**config.mk**
```make
export PLATFORM = sky130hd
export DESIGN_NAME = bullet_ctrl_flat
export DESIGN_NICKNAME = d
export VERILOG_FILES = /design/src/rtl/bullet_ctrl_if.sv /design/src/rtl/bullet_ctrl.sv /design/src/flat_wrapper.sv
export SDC_FILE = /design/constraint.sdc
export NUM_CORES = 1
export LEC_CHECK = 0
export ABC_AREA = 1
export BUFFER_PORTS_ARGS = -buffer_cell sky130_fd_sc_hd__buf_2
export CORE_AREA = 2 2 104 106
export CTS_CLUSTER_DIAMETER = 150
export DETAILED_ROUTE_END_ITERATION = 7
export DIE_AREA = 0 0 106 108
export GPL_TIMING_DRIVEN = 0
export HOLD_SLACK_MARGIN = 0.08
export PLACE_DENSITY_LB_ADDON = 0.08
export SETUP_SLACK_MARGIN = 0.05
export SLEW_MARGIN = 20
export SYNTH_ARGS = -nofsm -noshare
export SYNTH_HDL_FRONTEND = slang
export SYNTH_SLANG_ARGS = --single-unit
```
**constraint.sdc**
```tcl
create_clock -name i_clk -period 6.3 [get_ports i_clk]
set_clock_uncertainty 0.2 [all_clocks]
set_input_delay 0.63 -clock i_clk [delete_from_list [all_inputs] [get_ports i_clk]]
set_output_delay 0.63 -clock i_clk [all_outputs]
set_load 0.005 [all_outputs]
```
**src/rtl/bullet_ctrl_if.sv**
```systemverilog
// Bundle of the bullet launch handshake and the single-pixel VGA plot port.
// The controller drives it through the master modport; the mover/screen side uses slave.
interface bullet_ctrl_if;
    logic       load;
    logic       shooting;
    logic       collision;
    logic [7:0] start_x;
    logic [6:0] start_y;
    logic [1:0] direction_x;
    logic [1:0] direction_y;
    logic       firing;
    logic       plot_bullet;
    logic [7:0] curr_x;
    logic [6:0] curr_y;
    logic [7:0] vga_x;
    logic [6:0] vga_y;
    logic [2:0] vga_colour;
    logic       vga_plot;

    modport master (
        output load, shooting, collision, start_x, start_y, direction_x, direction_y,
        output vga_x, vga_y, vga_colour, vga_plot,
        input  firing, plot_bullet, curr_x, curr_y
    );

    modport slave (
        input  load, shooting, collision, start_x, start_y, direction_x, direction_y,
        input  vga_x, vga_y, vga_colour, vga_plot,
        output firing, plot_bullet, curr_x, curr_y
    );
endinterface

```
**src/rtl/bullet_ctrl.sv**
```systemverilog
// Fire control, erase/redraw plotting and asteroid hit test for the bullet mover.
// Optional macro BULLET_CTRL_AUTOFIRE_EN: a held fire button re-fires after every cooldown.
module bullet_ctrl #(
    parameter logic [23:0] COOLDOWN_CYCLES = 24'd1000,
    parameter int          ROCK_W          = 8,
    parameter int          ROCK_H          = 8,
    parameter logic [2:0]  BULLET_COLOUR   = 3'b111,
    parameter int          LAUNCH_TIMEOUT  = 4
) (
    input  logic          i_clk,
    input  logic          i_reset,
    input  logic          i_fire_btn,
    input  logic [7:0]    i_ship_x,
    input  logic [6:0]    i_ship_y,
    input  logic [1:0]    i_ship_dir_x,
    input  logic [1:0]    i_ship_dir_y,
    input  logic [7:0]    i_rock_x,
    input  logic [6:0]    i_rock_y,
    input  logic          i_rock_valid,
    bullet_ctrl_if.master bus,
    output logic          o_hit
);

    typedef enum logic [3:0] {
        ST_IDLE     = 4'd0,
        ST_LOAD     = 4'd1,
        ST_LAUNCH   = 4'd2,
        ST_FLY      = 4'd3,
        ST_ERASE    = 4'd4,
        ST_DRAW     = 4'd5,
        ST_HIT      = 4'd6,
        ST_FINAL    = 4'd7,
        ST_COOLDOWN = 4'd8
    } state_t;

    localparam logic [8:0] ROCK_W_M1   = 9'(ROCK_W - 1);
    localparam logic [7:0] ROCK_H_M1   = 8'(ROCK_H - 1);
    localparam logic [7:0] LAUNCH_LAST = 8'(LAUNCH_TIMEOUT - 1);
    localparam logic [2:0] ERASE_COLOUR = 3'b000;

    state_t      r_state;
    state_t      w_next;

    logic [7:0]  r_start_x,    w_start_x;
    logic [6:0]  r_start_y,    w_start_y;
    logic [1:0]  r_dir_x,      w_dir_x;
    logic [1:0]  r_dir_y,      w_dir_y;
    logic [7:0]  r_last_x,     w_last_x;
    logic [6:0]  r_last_y,     w_last_y;
    logic        r_drawn_valid, w_drawn_valid;
    logic [7:0]  r_launch_cnt, w_launch_cnt;
    logic [23:0] r_cool_cnt,   w_cool_cnt;
    logic        r_load,       w_load;
    logic        r_shooting,   w_shooting;
    logic        r_collision,  w_collision;
    logic        r_hit,        w_hit;
    logic [7:0]  r_vga_x,      w_vga_x;
    logic [6:0]  r_vga_y,      w_vga_y;
    logic [2:0]  r_vga_colour, w_vga_colour;
    logic        r_vga_plot,   w_vga_plot;

    logic        w_fire_evt;
    logic        w_in_x;
    logic        w_in_y;
    logic        w_rock_hit;
    logic        w_moved;

`ifdef BULLET_CTRL_AUTOFIRE_EN
    assign w_fire_evt = i_fire_btn;
`else
    logic r_fire_prev;

    // Previous fire button level for rising-edge detection.
    always_ff @(posedge i_clk) begin
        if (i_reset) begin
            r_fire_prev <= 1'b0;
        end else begin
            r_fire_prev <= i_fire_btn;
        end
    end

    assign w_fire_evt = i_fire_btn & ~r_fire_prev;
`endif

    // Box bounds are widened by one bit so a rock at the screen edge cannot wrap.
    assign w_in_x = ({1'b0, bus.curr_x} >= {1'b0, i_rock_x}) &&
                    ({1'b0, bus.curr_x} <= ({1'b0, i_rock_x} + ROCK_W_M1));
    assign w_in_y = ({1'b0, bus.curr_y} >= {1'b0, i_rock_y}) &&
                    ({1'b0, bus.curr_y} <= ({1'b0, i_rock_y} + ROCK_H_M1));
    assign w_rock_hit = i_rock_valid && w_in_x && w_in_y;
    assign w_moved    = (bus.curr_x != r_last_x) || (bus.curr_y != r_last_y);

    // Next-state and next-output logic; outputs are registered from these values.
    always_comb begin
        w_next        = r_state;
        w_start_x     = r_start_x;
        w_start_y     = r_start_y;
        w_dir_x       = r_dir_x;
        w_dir_y       = r_dir_y;
        w_last_x      = r_last_x;
        w_last_y      = r_last_y;
        w_drawn_valid = r_drawn_valid;
        w_launch_cnt  = r_launch_cnt;
        w_cool_cnt    = r_cool_cnt;
        w_load        = 1'b0;
        w_shooting    = 1'b0;
        w_collision   = 1'b0;
        w_hit         = 1'b0;
        w_vga_x       = r_vga_x;
        w_vga_y       = r_vga_y;
        w_vga_colour  = r_vga_colour;
        w_vga_plot    = 1'b0;

        case (r_state)
            ST_IDLE: begin
                if (w_fire_evt) begin
                    w_start_x = i_ship_x;
                    w_start_y = i_ship_y;
                    w_dir_x   = i_ship_dir_x;
                    w_dir_y   = i_ship_dir_y;
                    if ((i_ship_dir_x != 2'b00) || (i_ship_dir_y != 2'b00)) begin
                        w_next = ST_LOAD;
                        w_load = 1'b1;
                    end else begin
                        w_next = ST_IDLE;
                    end
                end else begin
                    w_next = ST_IDLE;
                end
            end

            ST_LOAD: begin
                w_next        = ST_LAUNCH;
                w_shooting    = 1'b1;
                w_drawn_valid = 1'b0;
                w_launch_cnt  = 8'd0;
            end

            ST_LAUNCH: begin
                if (bus.firing) begin
                    w_next = ST_FLY;
                end else if (r_launch_cnt >= LAUNCH_LAST) begin
                    w_next = ST_IDLE;
                end else begin
                    w_launch_cnt = r_launch_cnt + 8'd1;
                    w_shooting   = 1'b1;
                end
            end

            ST_FLY: begin
                // Hit outranks edge exit, which outranks a redraw.
                if (w_rock_hit) begin
                    w_next      = ST_HIT;
                    w_collision = 1'b1;
                    w_hit       = 1'b1;
                    if (r_drawn_valid) begin
                        w_vga_plot   = 1'b1;
                        w_vga_x      = r_last_x;
                        w_vga_y      = r_last_y;
                        w_vga_colour = ERASE_COLOUR;
                    end else begin
                        w_vga_plot = 1'b0;
                    end
                    w_drawn_valid = 1'b0;
                end else if (!bus.firing) begin
                    w_next = ST_FINAL;
                    if (r_drawn_valid) begin
                        w_vga_plot   = 1'b1;
                        w_vga_x      = r_last_x;
                        w_vga_y      = r_last_y;
                        w_vga_colour = ERASE_COLOUR;
                    end else begin
                        w_vga_plot = 1'b0;
                    end
                    w_drawn_valid = 1'b0;
                end else if (bus.plot_bullet && (w_moved || !r_drawn_valid)) begin
                    if (r_drawn_valid) begin
                        w_next       = ST_ERASE;
                        w_vga_plot   = 1'b1;
                        w_vga_x      = r_last_x;
                        w_vga_y      = r_last_y;
                        w_vga_colour = ERASE_COLOUR;
                    end else begin
                        w_next        = ST_DRAW;
                        w_vga_plot    = 1'b1;
                        w_vga_x       = bus.curr_x;
                        w_vga_y       = bus.curr_y;
                        w_vga_colour  = BULLET_COLOUR;
                        w_last_x      = bus.curr_x;
                        w_last_y      = bus.curr_y;
                        w_drawn_valid = 1'b1;
                    end
                end else begin
                    w_next = ST_FLY;
                end
            end

            ST_ERASE: begin
                // Draw position is whatever the mover reports as DRAW is entered.
                w_next        = ST_DRAW;
                w_vga_plot    = 1'b1;
                w_vga_x       = bus.curr_x;
                w_vga_y       = bus.curr_y;
                w_vga_colour  = BULLET_COLOUR;
                w_last_x      = bus.curr_x;
                w_last_y      = bus.curr_y;
                w_drawn_valid = 1'b1;
            end

            ST_DRAW: begin
                w_next = ST_FLY;
            end

            ST_HIT, ST_FINAL: begin
                w_next     = ST_COOLDOWN;
                w_cool_cnt = COOLDOWN_CYCLES;
            end

            ST_COOLDOWN: begin
                if (r_cool_cnt <= 24'd1) begin
                    w_next     = ST_IDLE;
                    w_cool_cnt = 24'd0;
                end else begin
                    w_next     = ST_COOLDOWN;
                    w_cool_cnt = r_cool_cnt - 24'd1;
                end
            end

            default: begin
                w_next = ST_IDLE;
            end
        endcase
    end

    // FSM state register.
    always_ff @(posedge i_clk) begin
        if (i_reset) begin
            r_state <= ST_IDLE;
        end else begin
            r_state <= w_next;
        end
    end

    // Datapath and registered outputs; reset leaves any drawn pixel for screen clear.
    always_ff @(posedge i_clk) begin
        if (i_reset) begin
            r_start_x     <= 8'd0;
            r_start_y     <= 7'd0;
            r_dir_x       <= 2'b00;
            r_dir_y       <= 2'b00;
            r_last_x      <= 8'd0;
            r_last_y      <= 7'd0;
            r_drawn_valid <= 1'b0;
            r_launch_cnt  <= 8'd0;
            r_cool_cnt    <= 24'd0;
            r_load        <= 1'b0;
            r_shooting    <= 1'b0;
            r_collision   <= 1'b0;
            r_hit         <= 1'b0;
            r_vga_x       <= 8'd0;
            r_vga_y       <= 7'd0;
            r_vga_colour  <= 3'b000;
            r_vga_plot    <= 1'b0;
        end else begin
            r_start_x     <= w_start_x;
            r_start_y     <= w_start_y;
            r_dir_x       <= w_dir_x;
            r_dir_y       <= w_dir_y;
            r_last_x      <= w_last_x;
            r_last_y      <= w_last_y;
            r_drawn_valid <= w_drawn_valid;
            r_launch_cnt  <= w_launch_cnt;
            r_cool_cnt    <= w_cool_cnt;
            r_load        <= w_load;
            r_shooting    <= w_shooting;
            r_collision   <= w_collision;
            r_hit         <= w_hit;
            r_vga_x       <= w_vga_x;
            r_vga_y       <= w_vga_y;
            r_vga_colour  <= w_vga_colour;
            r_vga_plot    <= w_vga_plot;
        end
    end

    assign bus.load        = r_load;
    assign bus.shooting    = r_shooting;
    assign bus.collision   = r_collision;
    assign bus.start_x     = r_start_x;
    assign bus.start_y     = r_start_y;
    assign bus.direction_x = r_dir_x;
    assign bus.direction_y = r_dir_y;
    assign bus.vga_x       = r_vga_x;
    assign bus.vga_y       = r_vga_y;
    assign bus.vga_colour  = r_vga_colour;
    assign bus.vga_plot    = r_vga_plot;
    assign o_hit           = r_hit;

endmodule
```
**src/flat_wrapper.sv**
```systemverilog
// flat-port wrapper written by rule: the top's interface ports become plain ports
module bullet_ctrl_flat 
#(
    parameter logic [23:0] COOLDOWN_CYCLES = 24'd1000,
    parameter int          ROCK_W          = 8,
    parameter int          ROCK_H          = 8,
    parameter logic [2:0]  BULLET_COLOUR   = 3'b111,
    parameter int          LAUNCH_TIMEOUT  = 4
)
  (i_clk, i_reset, i_fire_btn, i_ship_x, i_ship_y, i_ship_dir_x, i_ship_dir_y, i_rock_x, i_rock_y, i_rock_valid, o_hit, bus_load, bus_shooting, bus_collision, bus_start_x, bus_start_y, bus_direction_x, bus_direction_y, bus_vga_x, bus_vga_y, bus_vga_colour, bus_vga_plot, bus_firing, bus_plot_bullet, bus_curr_x, bus_curr_y);
  bullet_ctrl_if bus_i ();
  input  logic i_clk;
  input  logic i_reset;
  input  logic i_fire_btn;
  input  logic [7:0] i_ship_x;
  input  logic [6:0] i_ship_y;
  input  logic [1:0] i_ship_dir_x;
  input  logic [1:0] i_ship_dir_y;
  input  logic [7:0] i_rock_x;
  input  logic [6:0] i_rock_y;
  input  logic i_rock_valid;
  output logic o_hit;
  output wire logic [$bits(bus_i.load)-1:0] bus_load;
  output wire logic [$bits(bus_i.shooting)-1:0] bus_shooting;
  output wire logic [$bits(bus_i.collision)-1:0] bus_collision;
  output wire logic [$bits(bus_i.start_x)-1:0] bus_start_x;
  output wire logic [$bits(bus_i.start_y)-1:0] bus_start_y;
  output wire logic [$bits(bus_i.direction_x)-1:0] bus_direction_x;
  output wire logic [$bits(bus_i.direction_y)-1:0] bus_direction_y;
  output wire logic [$bits(bus_i.vga_x)-1:0] bus_vga_x;
  output wire logic [$bits(bus_i.vga_y)-1:0] bus_vga_y;
  output wire logic [$bits(bus_i.vga_colour)-1:0] bus_vga_colour;
  output wire logic [$bits(bus_i.vga_plot)-1:0] bus_vga_plot;
  input wire logic [$bits(bus_i.firing)-1:0] bus_firing;
  input wire logic [$bits(bus_i.plot_bullet)-1:0] bus_plot_bullet;
  input wire logic [$bits(bus_i.curr_x)-1:0] bus_curr_x;
  input wire logic [$bits(bus_i.curr_y)-1:0] bus_curr_y;
  assign bus_load = bus_i.load;
  assign bus_shooting = bus_i.shooting;
  assign bus_collision = bus_i.collision;
  assign bus_start_x = bus_i.start_x;
  assign bus_start_y = bus_i.start_y;
  assign bus_direction_x = bus_i.direction_x;
  assign bus_direction_y = bus_i.direction_y;
  assign bus_vga_x = bus_i.vga_x;
  assign bus_vga_y = bus_i.vga_y;
  assign bus_vga_colour = bus_i.vga_colour;
  assign bus_vga_plot = bus_i.vga_plot;
  assign bus_i.firing = bus_firing;
  assign bus_i.plot_bullet = bus_plot_bullet;
  assign bus_i.curr_x = bus_curr_x;
  assign bus_i.curr_y = bus_curr_y;
  bullet_ctrl #(.COOLDOWN_CYCLES(COOLDOWN_CYCLES), .ROCK_W(ROCK_W), .ROCK_H(ROCK_H), .BULLET_COLOUR(BULLET_COLOUR), .LAUNCH_TIMEOUT(LAUNCH_TIMEOUT)) u_core (.i_clk(i_clk), .i_reset(i_reset), .i_fire_btn(i_fire_btn), .i_ship_x(i_ship_x), .i_ship_y(i_ship_y), .i_ship_dir_x(i_ship_dir_x), .i_ship_dir_y(i_ship_dir_y), .i_rock_x(i_rock_x), .i_rock_y(i_rock_y), .i_rock_valid(i_rock_valid), .bus(bus_i), .o_hit(o_hit));
endmodule
```
==> key figures, run 1 <==
Clock network
  – Clock buffer depth: 2
  – Clock tree from TritonCTS: yes
  – Max H-tree Level: 3
  – Total CTS buffers: 9
  – Hold buffer count at cts: 0
  – Clock Latency Late Sink: 0.39 ns
  – Post-CTS Setup Inserts: 0
  – Root Buffer: clkbuf_8
  – Reg clk slew, reported paths: 0.10 ns
  – Post-CTS resize count: 0
  – CTS Sinks: 94

Logic synthesis
  – Mapped Cells: 1022
  – Cells taking the most area after synthesis: dfxtp_1 (29%), nand2_1 (15%), nor2_1 (9.2%), ha_1 (6.9%), inv_1 (6.4%)
  – Synth unique cells: 40
  – Mean Syn Cell Area: 6.246 µm²
  – Post-synthesis net count: 1112
  – Area fraction of the dominant cell type after synthesis: 29.48%
  – Yosys Warn Count: 0
  – Flops & latches, synth: 94
  – Sequential area share after synthesis: 29.48%
  – Area of the mapped netlist: 0.006384 mm²
  – Yosys top cell by area: dfxtp_1

Route
  – DRC Markers: 0
  – Met2 WL post-DR: 7855 µm
  – Iteration-0 DRC Markers: 552
  – Vias per std cell: 5.393
  – Drt wl/cell: 13.48 µm
  – Highest routed metal layer: met4
  – DRT Wirelength: 17110 µm
  – Met1 Wirelength: 7389 µm
  – Pre-antenna DRT Iters: 5
  – Wire length on met3: 1376 µm
  – Final ANT Viol Nets: 0
  – Vias: 6844

Global route
  – GRT Util Overall: 31.21%
  – Number of global-route vias before repair: 6244
  – Pin count of the biggest net entering global routing: 20
  – First-pass GRT wire length: 28790 µm
  – Global route total overflow: 0
  – Initial antenna violation count: 0

Floorplanning
  – Ports: 97
  – Die area: 0.01145 mm²
  – Initial core utilization: 62.39%
  – Die Wd: 106 µm
  – Cell Rows: 37
  – Placeable Area: 0.01023 mm²
  – Die Ht: 108 µm

Setup path
  – CP max-delay cell: buf_2
  – CP most frequent cell: nand2_1
  – Biggest cell delay along the critical path: 0.29 ns
  – Largest delay share family, worst path: simple AND/OR/NAND/NOR gates
  – Critical path peak fanout: 10
  – Req. time, crit path: 6.42 ns
  – Worst-path cell chain: buf_2, inv_1, ha_1, a21oi_1, xor2_1, ha_1, nand2_1, nor2_1, nand2_1, nand3_1, nand2_1, nand2_1, nand2_1, nand2_2, nor2_8, buf_2, nand3_1, a21oi_1, nor2_1, nor2_1
  – Worst Path Buf+Inv: 3
  – CP Class: in -> reg
  – CP endpoint kind: flop
  – Startpoint types: input port
  – CP arrival: 3.26 ns

Timing
  – Peak Freq: 318.6 MHz
  – Sum Neg Setup Slack: 0 ns
  – Final worst path period share: 49.83%
  – Final Hold Fails: 0
  – RSZ-0062 raised after global routing: no
  – Final Max Slew Viols: 0
  – Count of final setup violators: 0
  – Final min period: 3.139 ns
  – Worst setup margin: 3.161 ns
  – Worst slew margin: 57.15%
  – Least-Margin Pin Slew: 0.6428 ns

Final layout
  – Sequential cell area: 0.001882 mm²
  – Layout cells sized above 1: 13.68%
  – Layout area overhead: 13.27%
  – Final nets: 1218
  – Commonest cells after routing, fill and taps aside: nand2_1 (263), nor2_1 (157), inv_1 (109)
  – Area of the multi-input gates: 0.003855 mm²
  – Fillers: 973
  – Commonest non-fill, non-tap cell in the layout: nand2_1
  – N_diodes: 0

Hold path
  – Hold Crit Class: reg -> reg

Power and ir drop
  – Comb power frac: 25.4%
  – Psw: 508.2 µW
  – Switch share: 35.55%
  – Peak supply drop: 159.1 µV
  – P_int: 921.4 µW
  – Register share of total power: 45.4%
  – Static Leakage: 3.492 nW
  – Pwr dens: 197.7 mW/mm²
  – Clk pwr share: 29.2%

Flow run
  – Max-cap viol count: 0

Placement
  – Detail Placement HPWL: 12800 µm
  – Post-place setup slack: 2.823 ns
  – RD Place Congestion: 1.004
  – Port buffer count: 95

Status
  – Status: complete, no violations
[cell families after synthesis]
group / after synthesis / synth area share (%)
AO/OA/AOI/OAI: 174 / 14.76
XOR/XNOR: 25 / 3.430
adder cells (fa/ha/maj): 35 / 6.860
buffers and inverters: 161 / 10.13
flip-flops: 94 / 29.48
AND/OR/NAND/NOR: 533 / 35.34
[flip-flops by register name (all words and copies together), names as in the netlist]
signal                  flops
u_core.bus.vga_x            8
u_core.r_cool_cnt          24
u_core.r_drawn_valid        1
u_core.bus.collision        1
u_core.r_fire_prev          1
u_core.bus.start_y          7
u_core.bus.vga_plot         1
u_core.bus.direction_x      2
u_core.bus.vga_y            7
u_core.bus.direction_y      2
u_core.bus.vga_colour       3
u_core.r_state              4
u_core.r_last_y             7
u_core.bus.shooting         1
u_core.bus.start_x          8
u_core.r_last_x             8
u_core.bus.load             1
u_core.r_launch_cnt         8
[worst min-delay path: stages, from the launching register on]
cell	delay (ns)
dfxtp_1	0.33
nand2_1	0.06
nor2_1	0.03
[cell usage after synthesis]
| master | number |
|---|---|
| nor3_4 | 1 |
| nor4_2 | 1 |
| a2111oi_2 | 1 |
| xor2_1 | 20 |
| buf_1 | 1 |
| dfxtp_1 | 94 |
| inv_2 | 8 |
| inv_1 | 109 |
| o21ai_4 | 1 |
| nor2_1 | 157 |
| a211oi_1 | 1 |
| nor2_4 | 1 |
| nor2_8 | 1 |
| nor3_1 | 10 |
| clkinv_1 | 3 |
| nand3_1 | 67 |
| clkbuf_1 | 23 |
| nand3_2 | 2 |
| nand2_1 | 263 |
| a21oi_1 | 71 |
| nor2_2 | 3 |
| a21boi_0 | 8 |
| o21ai_0 | 72 |
| buf_6 | 1 |
| and3_1 | 1 |
| xnor2_1 | 5 |
| o22ai_1 | 6 |
| or2_1 | 1 |
| nand2_2 | 3 |
| buf_4 | 6 |
| ha_1 | 35 |
| a21boi_1 | 1 |
| or2_2 | 2 |
| o21a_1 | 7 |
| nor3_2 | 1 |
| nor4_1 | 2 |
| buf_2 | 10 |
| nand3_4 | 2 |
| nand4_1 | 15 |
| o21ai_1 | 6 |
[final cells by class]
type	instances	share of cell area (%)
Buffer	41	2.717
Clock buffer	9	1.713
Clock inverter	7	1.073
Inverter	120	6.229
Multi-Input combinational cell	767	53.31
Sequential cell	94	26.03
Tap cell	136	2.353
Timing Repair Buffer	95	6.576
[power by group through the flow]
stage | sequential [mW] | clock [mW] | combinational, mW
finish | 0.648 | 0.418 | 0.363
global route | 0.653 | 0.449 | 0.416
CTS | 0.648 | 0.420 | 0.361
detailed placement | 0.662 | 0 | 0.359
global placement | 0.661 | 0 | 0.355
floorplan | 0.664 | 0 | 0.239
[per-stage QoR]
step	cell area, µm²	cells	total power [mW]	hold WS, ns	utilization [%]
after detailed placement	7029	1253	1.021	0.2314	68.70
after floorplan	6384	1022	0.9026	0.2185	-
final	7231	1269	1.430	0.2481	70.67
after CTS	7231	1269	1.429	0.2477	70.67
after global placement	7029	1253	1.016	0.2269	68.70
after global routing	7231	1269	1.519	0.2672	70.67
[routing by layer]
| layer | global-route usage, % | up-vias |
|---|---|---|
| met4 | 12.22 | 0 |
| met5 | 0 | - |
| met1 | 41.01 | 3042 |
| li1 | - | 3496 |
| met3 | 4.461 | 37 |
| met2 | 52.12 | 269 |
[final timing paths]
path / endpoint / start / depth (start not counted) / slack, ns
max: u_core.bus.vga_x[3] / i_rock_y[0] / 20 / 3.16
min: u_core.r_launch_cnt[4] / u_core.r_launch_cnt[4] / 2 / 0.25
max reg2reg: u_core.bus.vga_x[3] / u_core.r_drawn_valid / 13 / 3.91
min reg2reg: u_core.r_launch_cnt[4] / u_core.r_launch_cnt[4] / 2 / 0.25
Note: power is estimated with default switching activity, not from simulation.
==> run 2: changes to the inputs <==
CORE_AREA = 2 2 108 110   (was 2 2 104 106)
DIE_AREA = 0 0 110 112   (was 0 0 106 108)
clock period = 3.1 ns   (was 6.3 ns; I/O delays follow)
==> run 2 against run 1 <==
Net effect:
- first-iteration DRC count up 4.9%
- routed wire length increased by 7.1%
- clock power grew to 2.8 times the previous value
- combinational power increased by 110%
- largest cell class unchanged
- non-clock buffer count rose by 20
- hold slack lost 0.075 ns
- critical path type unchanged
- register-to-register slack got worse by 3.2 ns
- critical path depth up 2
==> key figures, run 2 (synthesized netlist as in run 1, its figures left out) <==
Status
  – Status: complete, no violations

Setup path
  – CP Class: in -> reg
  – Req. time, crit path: 3.15 ns (-3.27 ns)
  – CP arrival: 2.87 ns (-0.39 ns)
  – Critical R2R Launch: u_core.r_drawn_valid
  – CP endpoint kind: flop
  – Reg2Reg Depth: 13 (unchanged)
  – Crit. Startpoint: i_rock_x[0]
  – Worst reg2reg setup slack: 0.73 ns (-3.18 ns)
  – Startpoint types: input port
  – Critical path peak fanout: 10 (unchanged)

Placement
  – RD Place Congestion: 0.9442 (-6.0%)
  – Detail Placement HPWL: 13000 µm (+1.6%)
  – Port buffer count: 95 (unchanged)
  – Dpl cell area: 0.007038 mm² (+0.12%)
  – Placed Cells: 1260 (+0.56%)

Clock network
  – Post-CTS Setup Inserts: 0 (unchanged)
  – Clock Latency Late Sink: 0.36 ns (-0.03 ns)
  – CTS Sinks: 94 (unchanged)
  – Total CTS buffers: 9 (unchanged)
  – Root Buffer: clkbuf_16
  – Max H-tree Level: 3 (unchanged)
  – Clock tree from TritonCTS: yes
  – Clock buffer depth: 2 (unchanged)
  – Reg clk slew, reported paths: 0.07 ns (-0.03 ns)

Route
  – Drt wl/cell: 14.13 µm (+4.9%)
  – Iteration-0 DRC Markers: 579 (+4.9%)
  – Vias per std cell: 5.371 (-0.41%)
  – Vias: 6961 (+1.7%)
  – DRC Markers: 0 (unchanged)
  – Pre-antenna DRT Iters: 5 (unchanged)
  – DRT Wirelength: 18320 µm (+7.1%)
  – Final ANT Viol Nets: 0 (unchanged)

Floorplanning
  – Initial core utilization: 57.13% (-5.3 points)
  – Cell Rows: 39 (+5.4%)
  – Die Wd: 110 µm (+3.8%)
  – Ports: 97 (unchanged)
  – Die Ht: 112 µm (+3.7%)
  – Placeable Area: 0.01117 mm² (+9.2%)
  – Die area: 0.01232 mm² (+7.6%)

Power and ir drop
  – Pwr dens: 432.1 mW/mm² (+120%)
  – P_int: 2.212 mW (+140%)
  – Register share of total power: 40.5% (-4.9 points)
  – Peak supply drop: 446.9 µV (+180%)
  – Total power: 3.263 mW (+130%)
  – Psw: 1.051 mW (+110%)
  – Clk pwr share: 35.8% (+6.6 points)
  – Comb power frac: 23.7% (-1.7 points)
  – Static Leakage: 3.625 nW (+3.8%)
  – Switch share: 32.20% (-3.3 points)

Timing
  – Peak Freq: 353.9 MHz
  – Final Max Slew Viols: 0 (unchanged)
  – Final min period: 2.825 ns
  – Final Hold Fails: 0 (unchanged)
  – RSZ-0062 raised after global routing: no
  – Least-Margin Pin Slew: 0.6719 ns (+0.02920 ns)
  – Count of final setup violators: 0 (unchanged)
  – Hold Slack: 0.1732 ns (-0.07488 ns)
  – Final worst path period share: 91.14%
  – Worst slew margin: 55.20% (-1.9 points)

Global route
  – Pin count of the biggest net entering global routing: 18 (-10%)
  – First-pass GRT wire length: 29840 µm (+3.6%)
  – GRT Util Overall: 30.62% (-0.59 points)
  – Number of global-route vias before repair: 6361 (+1.9%)
  – Initial antenna violation count: 0 (unchanged)
  – Global route total overflow: 0 (unchanged)

Final layout
  – Layout cells sized above 1: 13.44% (-0.24 points)
  – Fillers: 1072 (+10%)
  – Commonest non-fill, non-tap cell in the layout: nand2_1
  – Layout area overhead: 18.27%
  – Area of the multi-input gates: 0.003859 mm² (about the same)
  – Commonest cells after routing, fill and taps aside: nand2_1 (263), nor2_1 (157), inv_1 (109)
  – Final Core Density: 67.56% (-3.1 points)
  – Final nets: 1238 (+1.6%)
  – N_diodes: 0 (unchanged)
  – Post-Layout Cell Count: 1296 (+2.1%)
  – Sequential cell area: 0.001882 mm² (unchanged)
  – Max reg flops: 24 (unchanged)
  – Largest Register: u_core.r_cool_cnt
  – Final instance area: 0.007550 mm² (+4.4%)

Hold path
  – Worst hold start: bus_firing
  – Hold Crit Class: in -> reg
  – Hold Path Depth: 4 (+2)

Flow run
  – Max-cap viol count: 0 (unchanged)
run 2: worst max-delay path, cell delays in order:
cell and delay, ns:
buf_2 0.09, inv_1 0.07, ha_1 0.22, nand2_1 0.10, nand2_1 0.07, xor2_1 0.14
ha_1 0.29, nand2_1 0.06, nor2_1 0.14, nand2_1 0.07, nand2_1 0.06, nand2_1 0.04
nand2_1 0.05, nand2_1 0.04, nand2_1 0.05, nand2_1 0.13, buf_4 0.23, nand3_4 0.16
nand3_4 0.14, buf_4 0.22, nor2_1 0.12, nor2_1 0.06
run 2: area by class of cell:
cell class | instances | area share, %
Tap cell | 143 | 2.370
Sequential cell | 94 | 24.93
Inverter | 120 | 5.966
Multi-Input combinational cell | 767 | 51.11
Timing Repair Buffer | 115 | 8.949
Buffer | 41 | 2.652
Clock inverter | 6 | 0.9944
Clock buffer | 10 | 3.033
run 2: stage by stage:
stage / setup TNS [ns] / setup WS [ns]
6_report: 0 / 0.2747
5_1_grt: 0 / 0.09270
4_1_cts: 0 / 0.3148
3_5_place_dp: -0.7612 / -0.05136
3_3_place_gp: -0.7346 / -0.06883
2_1_floorplan: 0 / 0.4889
run 2: layer usage:
metal  track usage (%)  wire length, µm  vias to the layer above
met1             38.80             7789                     3114
li1                  -                -                     3527
met2             50.35             8648                      278
met5                 0                0                        -
met3             5.269             1354                       42
met4             13.50              526                        0
run 2: path summary, 6_finish.rpt:
path,endpoint
min,u_core.r_state[1]
min reg2reg,u_core.r_launch_cnt[5]
max,u_core.r_last_x[0]
max reg2reg,u_core.bus.vga_y[1]
run 2: repair_timing:
action                                  in CTS  in global routing
hold endpoints to repair                    21                  0
hold buffers                                20                  0
gates resized for setup                      0                  2
endpoints found under the setup margin       0                  9
run 2: power groups by stage:
stage | Clock, mW | Combinational, mW | Sequential, mW
2_1_floorplan | 0 | 0.485 | 1.35
3_3_place_gp | 0 | 0.723 | 1.34
3_5_place_dp | 0 | 0.734 | 1.35
4_1_cts | 1.19 | 0.757 | 1.32
5_1_grt | 1.23 | 0.875 | 1.33
6_report | 1.17 | 0.774 | 1.32
